--- config.mk ---
export PLATFORM = sky130hd
export DESIGN_NAME = writeback_arbiter
export DESIGN_NICKNAME = d
export VERILOG_FILES = /design/src/rtl/writeback_arbiter_pkg.sv /design/src/rtl/writeback_arbiter_wb_fifo.sv /design/src/rtl/writeback_arbiter.sv
export SDC_FILE = /design/constraint.sdc
export NUM_CORES = 1
export LEC_CHECK = 0
export CORE_MARGIN = 5
export CORE_UTILIZATION = 53
export DETAILED_ROUTE_END_ITERATION = 16
export PLACE_DENSITY = 0.9
export SLEW_MARGIN = 20
export SYNTH_ARGS = -nofsm -noshare
export SYNTH_HDL_FRONTEND = slang
export SYNTH_SLANG_ARGS = --single-unit
--- constraint.sdc ---
create_clock -name clk_i -period 3.16 [get_ports clk_i]
set_input_delay 0.316 -clock clk_i [delete_from_list [all_inputs] [get_ports clk_i]]
set_output_delay 0.316 -clock clk_i [all_outputs]
set_load 0.05 [all_outputs]
--- src/rtl/writeback_arbiter_pkg.sv ---
// writeback_arbiter_pkg: shared widths and the request type carried by the writeback path.
package writeback_arbiter_pkg;
  localparam int ADDR_W = 5;
  localparam int DATA_W = 32;
  typedef struct packed {
    logic [ADDR_W-1:0] rd;
    logic [DATA_W-1:0] data;
  } wb_req_t;
endpackage

--- src/rtl/writeback_arbiter_wb_fifo.sv ---
// wb_fifo: synchronous FIFO of typed entries with push/pop/full/empty/count.
module wb_fifo
  import writeback_arbiter_pkg::*;
#(
  parameter int  DEPTH = 4,
  parameter type T     = wb_req_t
) (
  input  logic                       clk_i,
  input  logic                       rst_i,
  input  logic                       push_i,
  input  T                           data_i,
  input  logic                       pop_i,
  output T                           data_o,
  output logic                       full_o,
  output logic                       empty_o,
  output logic [$clog2(DEPTH+1)-1:0] count_o
);
  localparam int PW = $clog2(DEPTH);
  localparam int CW = $clog2(DEPTH+1);
  T              r_mem [DEPTH];
  logic [PW-1:0] r_wr;
  logic [PW-1:0] r_rd;
  logic [CW-1:0] r_cnt;
  logic          w_push;
  logic          w_pop;
  assign full_o  = r_cnt == CW'(DEPTH);
  assign empty_o = r_cnt == '0;
  assign count_o = r_cnt;
  assign data_o  = r_mem[r_rd];
  assign w_pop   = pop_i && !empty_o;
  // a pop frees the head slot, so a push into a full FIFO is safe in the same cycle
  assign w_push  = push_i && (!full_o || pop_i);
  always_ff @(posedge clk_i or posedge rst_i) begin
    if (rst_i) begin
      r_wr  <= '0;
      r_rd  <= '0;
      r_cnt <= '0;
    end else begin
      if (w_push) r_wr <= r_wr + PW'(1);
      if (w_pop) r_rd <= r_rd + PW'(1);
      r_cnt <= r_cnt + CW'(w_push) - CW'(w_pop);
    end
  end
  always_ff @(posedge clk_i) begin
    if (w_push) r_mem[r_wr] <= data_i;
  end
endmodule

--- src/rtl/writeback_arbiter.sv ---
// writeback_arbiter: merges pipeline writeback and buffered MDU results onto the
// register-file write port, tracks outstanding MDU destinations and requests stalls.
module writeback_arbiter
  import writeback_arbiter_pkg::*;
#(
  parameter int ADDRESS_WIDTH = ADDR_W,
  parameter int DATA_WIDTH    = DATA_W,
  parameter int FIFO_DEPTH    = 4,
  parameter int STARVE_LIMIT  = 8
) (
  input  logic                        clk_i,
  input  logic                        rst_i,
  input  logic                        wb_valid_i,
  input  logic [ADDRESS_WIDTH-1:0]    wb_rd_i,
  input  logic [DATA_WIDTH-1:0]       wb_data_i,
  input  logic                        mdu_issue_i,
  input  logic [ADDRESS_WIDTH-1:0]    mdu_issue_rd_i,
  input  logic                        mdu_valid_i,
  input  logic [ADDRESS_WIDTH-1:0]    mdu_rd_i,
  input  logic [DATA_WIDTH-1:0]       mdu_data_i,
  output logic                        mdu_ready_o,
  output logic                        rf_we_o,
  output logic [ADDRESS_WIDTH-1:0]    rf_addr_o,
  output logic [DATA_WIDTH-1:0]       rf_wd_o,
  output logic [2**ADDRESS_WIDTH-1:0] busy_mask_o,
  output logic                        stall_o
);
  localparam int CW = $clog2(FIFO_DEPTH+1);
  localparam int SW = $clog2(STARVE_LIMIT+1);
  localparam int NR = 2**ADDRESS_WIDTH;
  wb_req_t              w_head;
  wb_req_t              w_sel;
  logic                 w_full;
  logic                 w_empty;
  logic [CW-1:0]        w_count;
  logic [CW-1:0]        w_count_nxt;
  logic                 w_push;
  logic                 w_wb_sel;
  logic                 w_drain;
  logic                 w_we_nxt;
  logic [NR-1:0]        w_set;
  logic [NR-1:0]        w_clr;
  logic [SW-1:0]        w_starve_nxt;
  logic                 r_we;
  logic [ADDRESS_WIDTH-1:0] r_addr;
  logic [DATA_WIDTH-1:0]    r_wd;
  logic [NR-1:0]        r_busy;
  logic [SW-1:0]        r_starve;
  logic                 r_stall;
  assign mdu_ready_o = !w_full;
  assign w_push      = mdu_valid_i && mdu_ready_o;
  assign rf_we_o     = r_we;
  assign rf_addr_o   = r_addr;
  assign rf_wd_o     = r_wd;
  assign busy_mask_o = r_busy;
  assign stall_o     = r_stall;
  wb_fifo #(.DEPTH(FIFO_DEPTH), .T(wb_req_t)) u_fifo (
    .clk_i  (clk_i),
    .rst_i  (rst_i),
    .push_i (w_push),
    .data_i (wb_req_t'{rd: mdu_rd_i, data: mdu_data_i}),
    .pop_i  (w_drain),
    .data_o (w_head),
    .full_o (w_full),
    .empty_o(w_empty),
    .count_o(w_count)
  );
  // x0 pipeline writes count as an empty slot; x0 FIFO heads pop without writing
  always_comb begin
    w_wb_sel     = wb_valid_i && (wb_rd_i != '0);
    w_drain      = !w_wb_sel && !w_empty;
    w_sel        = w_wb_sel ? wb_req_t'{rd: wb_rd_i, data: wb_data_i} : w_head;
    w_we_nxt     = w_wb_sel || (w_drain && (w_head.rd != '0));
    w_set        = (mdu_issue_i && (mdu_issue_rd_i != '0)) ? NR'(1) << mdu_issue_rd_i : '0;
    w_clr        = (w_drain && (w_head.rd != '0)) ? NR'(1) << w_head.rd : '0;
    w_count_nxt  = w_count + CW'(w_push) - CW'(w_drain);
    w_starve_nxt = (w_empty || w_drain) ? '0 :
                   (r_starve == SW'(STARVE_LIMIT)) ? r_starve : r_starve + SW'(1);
  end
  always_ff @(posedge clk_i or posedge rst_i) begin
    if (rst_i) begin
      r_we     <= 1'b0;
      r_addr   <= '0;
      r_wd     <= '0;
      r_busy   <= '0;
      r_starve <= '0;
      r_stall  <= 1'b0;
    end else begin
      r_we     <= w_we_nxt;
      r_addr   <= w_we_nxt ? w_sel.rd : '0;
      r_wd     <= w_we_nxt ? w_sel.data : '0;
      r_busy   <= (r_busy & ~w_clr) | w_set;
      r_starve <= w_starve_nxt;
      r_stall  <= (w_starve_nxt == SW'(STARVE_LIMIT)) || (w_count_nxt == CW'(FIFO_DEPTH));
    end
  end
  a_issue_busy: assert property (@(posedge clk_i) disable iff (rst_i)
    !(mdu_issue_i && (mdu_issue_rd_i != '0) && r_busy[mdu_issue_rd_i]));
endmodule

==> summary.txt <==
Cells and area
  • Syn-to-layout area delta: 27.6%
  • Final std cells w/o fill: 974
  • Layout cells sized above 1: 0.156
  • Nets: 831
  • N_diodes: 0

Setup path
  • Flop2flop setup slack: 0.54 ns
  • Critical Path Sink Type: register
  • Most frequent CP cell: buf_4
  • Critical R2R Capture: rf_wd_o[31]
  • Worst Path Max Fanout: 23
  • Required @ worst endpoint: 3.51 ns
  • CP Class: reg -> reg
  • Crit path arrival time: 2.97 ns
  • CP startpoint kind: register
  • Slowest cell on crit path: mux4_2
  • Crit-path max cell delay: 0.64 ns
  • Critical path, cell by cell: buf_4, mux4_2, or3_4, nor3_4, buf_4, o21ai_0
  • Crit Reg-Reg Startpoint: u_fifo.r_rd[0]
  • Worst-case reg-to-reg path depth: 6

Clock network
  • CTS tree: done
  • Clk Latency, worst-skew pair: 0.50 ns
  • Num Clock Sinks: 230
  • CTS H-Tree Depth: 1
  • # hold bufs at CTS: 0
  • CTS buffer count: 23
  • Clk buf depth: 3
  • Post-CTS Setup Bufs: 0
  • Worst-path clk slew: 0.06 ns
  • CTS Root Buffer Type: clkbuf_16
  • Resized Gates After CTS: 0

Logic synthesis
  • YS warnings: 0
  • Post-synth top cells: edfxtp_1 (148), dfrtp_1 (82), nand2_1 (49), nand3_1 (41), mux4_2 (35)
  • Post-synth EDFFs: 148
  • Area leader, netlist: edfxtp_1
  • Multiplexer share of the synthesized area: 0.0924
  • Count leader, synth: edfxtp_1
  • Async set-reset flop share out of synthesis: 0.357
  • XOR/XNOR share of the synthesized area: 0.00760
  • Largest cells by area after synthesis: edfxtp_1 (48%), dfrtp_1 (22%), mux4_2 (8.5%)
  • Synth Area in Compound Gates: 0.0709
  • Post-synthesis adder-cell area fraction: 0.0179
  • Yosys reg bits: 230
  • Average size of a mapped cell: 16.0 um^2
  • Dominant synthesized flop cell: edfxtp_1
  • Post-Syn Instances: 575
  • Yosys top cell area share: 0.482
  • Syn Std Cell Area: 9220 um^2
  • Largest family of logic cells by synthesized area: multiplexers
  • Post-Syn Nets: 671
  • Sequential fraction of the synthesis area: 0.704
  • Post-Synth Simple-Gate Area: 0.0791
  • Netlist cell types: 43

Timing
  • Slew margin rel.: 0.400
  • Fmax: 381 MHz
  • Final setup viols: 0
  • Actual slew at the worst max-slew pin: 0.900 ns
  • Total negative slack: 0 ns
  • Fin. Hold Viols: 0
  • Slack of the critical path: 0.538 ns
  • Slew Limit Fails: 0
  • RSZ-0062 raised after global routing: false
  • Tcrit/Tclk final: 0.830
  • Worst Clk Skew: 0.0107 ns
  • Post-route minimum period: 2.62 ns
  • Hold WS: 0.312 ns

Global routing
  • Busiest grt layer: met2
  • Total global-route track usage: 0.215
  • First-pass GRT wire length: 33.6 mm
  • Met2 usage: 0.361
  • Met3 GRT Util: 0.0452
  • GR Util met1: 0.293
  • Pin count of the biggest net entering global routing: 48
  • Vias in the first global route: 5,863
  • Total grt overflow: 0
  • Initial antenna violation count: 0

Detailed routing
  • DR pass1 iterations: 5
  • Starting DRC count in detailed routing: 433
  • Number of remaining DRC errors: 0
  • Vias: 5,617
  • WL/cell: 21.6 um
  • Detail Route Antenna Nets: 0
  • Routed wire length: 21.1 mm
  • Via density: 5.77

Place
  • Hpwl dp: 14.4 mm
  • Post-placement cell count: 935
  • GPL Wtd Cong: 0.900
  • Pre-CTS worst setup slack: 0.133 ns
  • IO buf count: 155

Pwr
  • Sw Share: 0.367
  • Internal power: 7.30 mW
  • Switching power: 4.23 mW
  • Peak VDD IR: 0.723 mV
  • Total power: 11.5 mW
  • Sequential Power Share: 0.382
  • Comb pwr share: 0.394
  • Leakage: 4.38 nW
  • Clk pwr share: 0.224
  • Pwr/cell area: 980 nW/um^2

Die
  • Die Area: 20,100 um^2
  • Die Y: 142 um
  • Initial core utilization: 0.537
  • Core region area: 17,200 um^2
  • Ports: 156
  • Die W: 142 um
  • Std cell rows: 48

Outcome
  • Status: complete, no violations

Hold path
  • HP Class: in -> async

Run
  • Max-cap violations: 0
-- flip-flops by register name (all words and copies together), names as in the netlist, 2 cells and up --
name	cells
r_starve	4
rf_addr_o	5
u_fifo.r_rd	2
u_fifo.r_mem	148
u_fifo.r_wr	2
busy_mask_o	32
u_fifo.count_o	3
rf_wd_o	32
-- power by group through the flow --
stage                     sequential, mW  combinational, mW  clock [mW]
after floorplan                     5.53               1.98           0
after global placement              4.40               4.49           0
after detailed placement            4.45               4.58           0
after CTS                           4.40               4.60        2.63
after global routing                4.47               4.86        2.78
final                               4.40               4.55        2.58
-- worst max-delay path, delay by kind of cell, from the launching register on --
| family | cells | cell delay, ns |
|---|---|---|
| compound gates | 1 | 0.18 |
| buf+inv | 2 | 0.68 |
| flops | 1 | 0.40 |
| mux | 1 | 0.64 |
| simple gates | 2 | 0.58 |
-- cell type report --
class | count | area (um^2)
multi-input combinational | 286 | 2490
clock buffer | 31 | 626
fill | 1150 | 5410
timing repair buffer | 171 | 1700
inverter | 23 | 87.6
tap | 225 | 282
sequential | 230 | 6500
clock inverter | 8 | 87.6
-- worst max path at each step --
stage | depth (start not counted) | endpoint | startpoint
2_1_floorplan | 13 | stall_o | wb_rd_i[0]
3_3_place_gp | 12 | stall_o | wb_rd_i[0]
3_5_place_dp | 12 | stall_o | wb_rd_i[0]
4_1_cts | 6 | rf_wd_o[31] | u_fifo.r_rd[0]
5_1_grt | 6 | rf_wd_o[31] | u_fifo.r_rd[0]
6_report | 6 | rf_wd_o[31] | u_fifo.r_rd[0]
-- metal layers --
metal / wire length (um) / vias to the layer above / part of all wire
met1: 8420 / 2799 / 0.40
met2: 10500 / 251 / 0.50
met5: 0 / - / 0
li1: - / 2534 / -
met3: 1770 / 33 / 0.084
met4: 375 / 0 / 0.018
-- cells by family (layout without fill, tap and decap cells) --
logic type	after synthesis	count (layout)
AOI/OAI and AO/OA	88	88
xor gates and xnor gates	8	8
adders and majority gates	12	12
buffers and inverters	59	233
DFF	230	230
muxes	38	38
and+or+nand+nor	140	140
-- through the flow --
step / instance area [um^2] / utilization
after global placement: 11100 / 0.644
after floorplan: 9220 / -
final: 11800 / 0.685
after CTS: 11800 / 0.685
after detailed placement: 11100 / 0.644
after global routing: 11800 / 0.685
-- cells in the final DEF, fill, tap and decap left out, drive strengths merged, types with 7 or more instances in the layout --
cell	netlist	final
buf	10	16
o21ai	46	46
o41ai	15	15
xnor2	7	7
edfxtp	148	148
nand2	49	49
nand4b	8	8
clkdlybuf4s50	0	155
ha	10	10
nor2	9	9
nand3	41	41
clkinv	0	7
inv	23	22
dfrtp	82	82
clkbuf	26	31
mux4	37	37
a22o	10	10
Power figures use the tool's default switching activity.
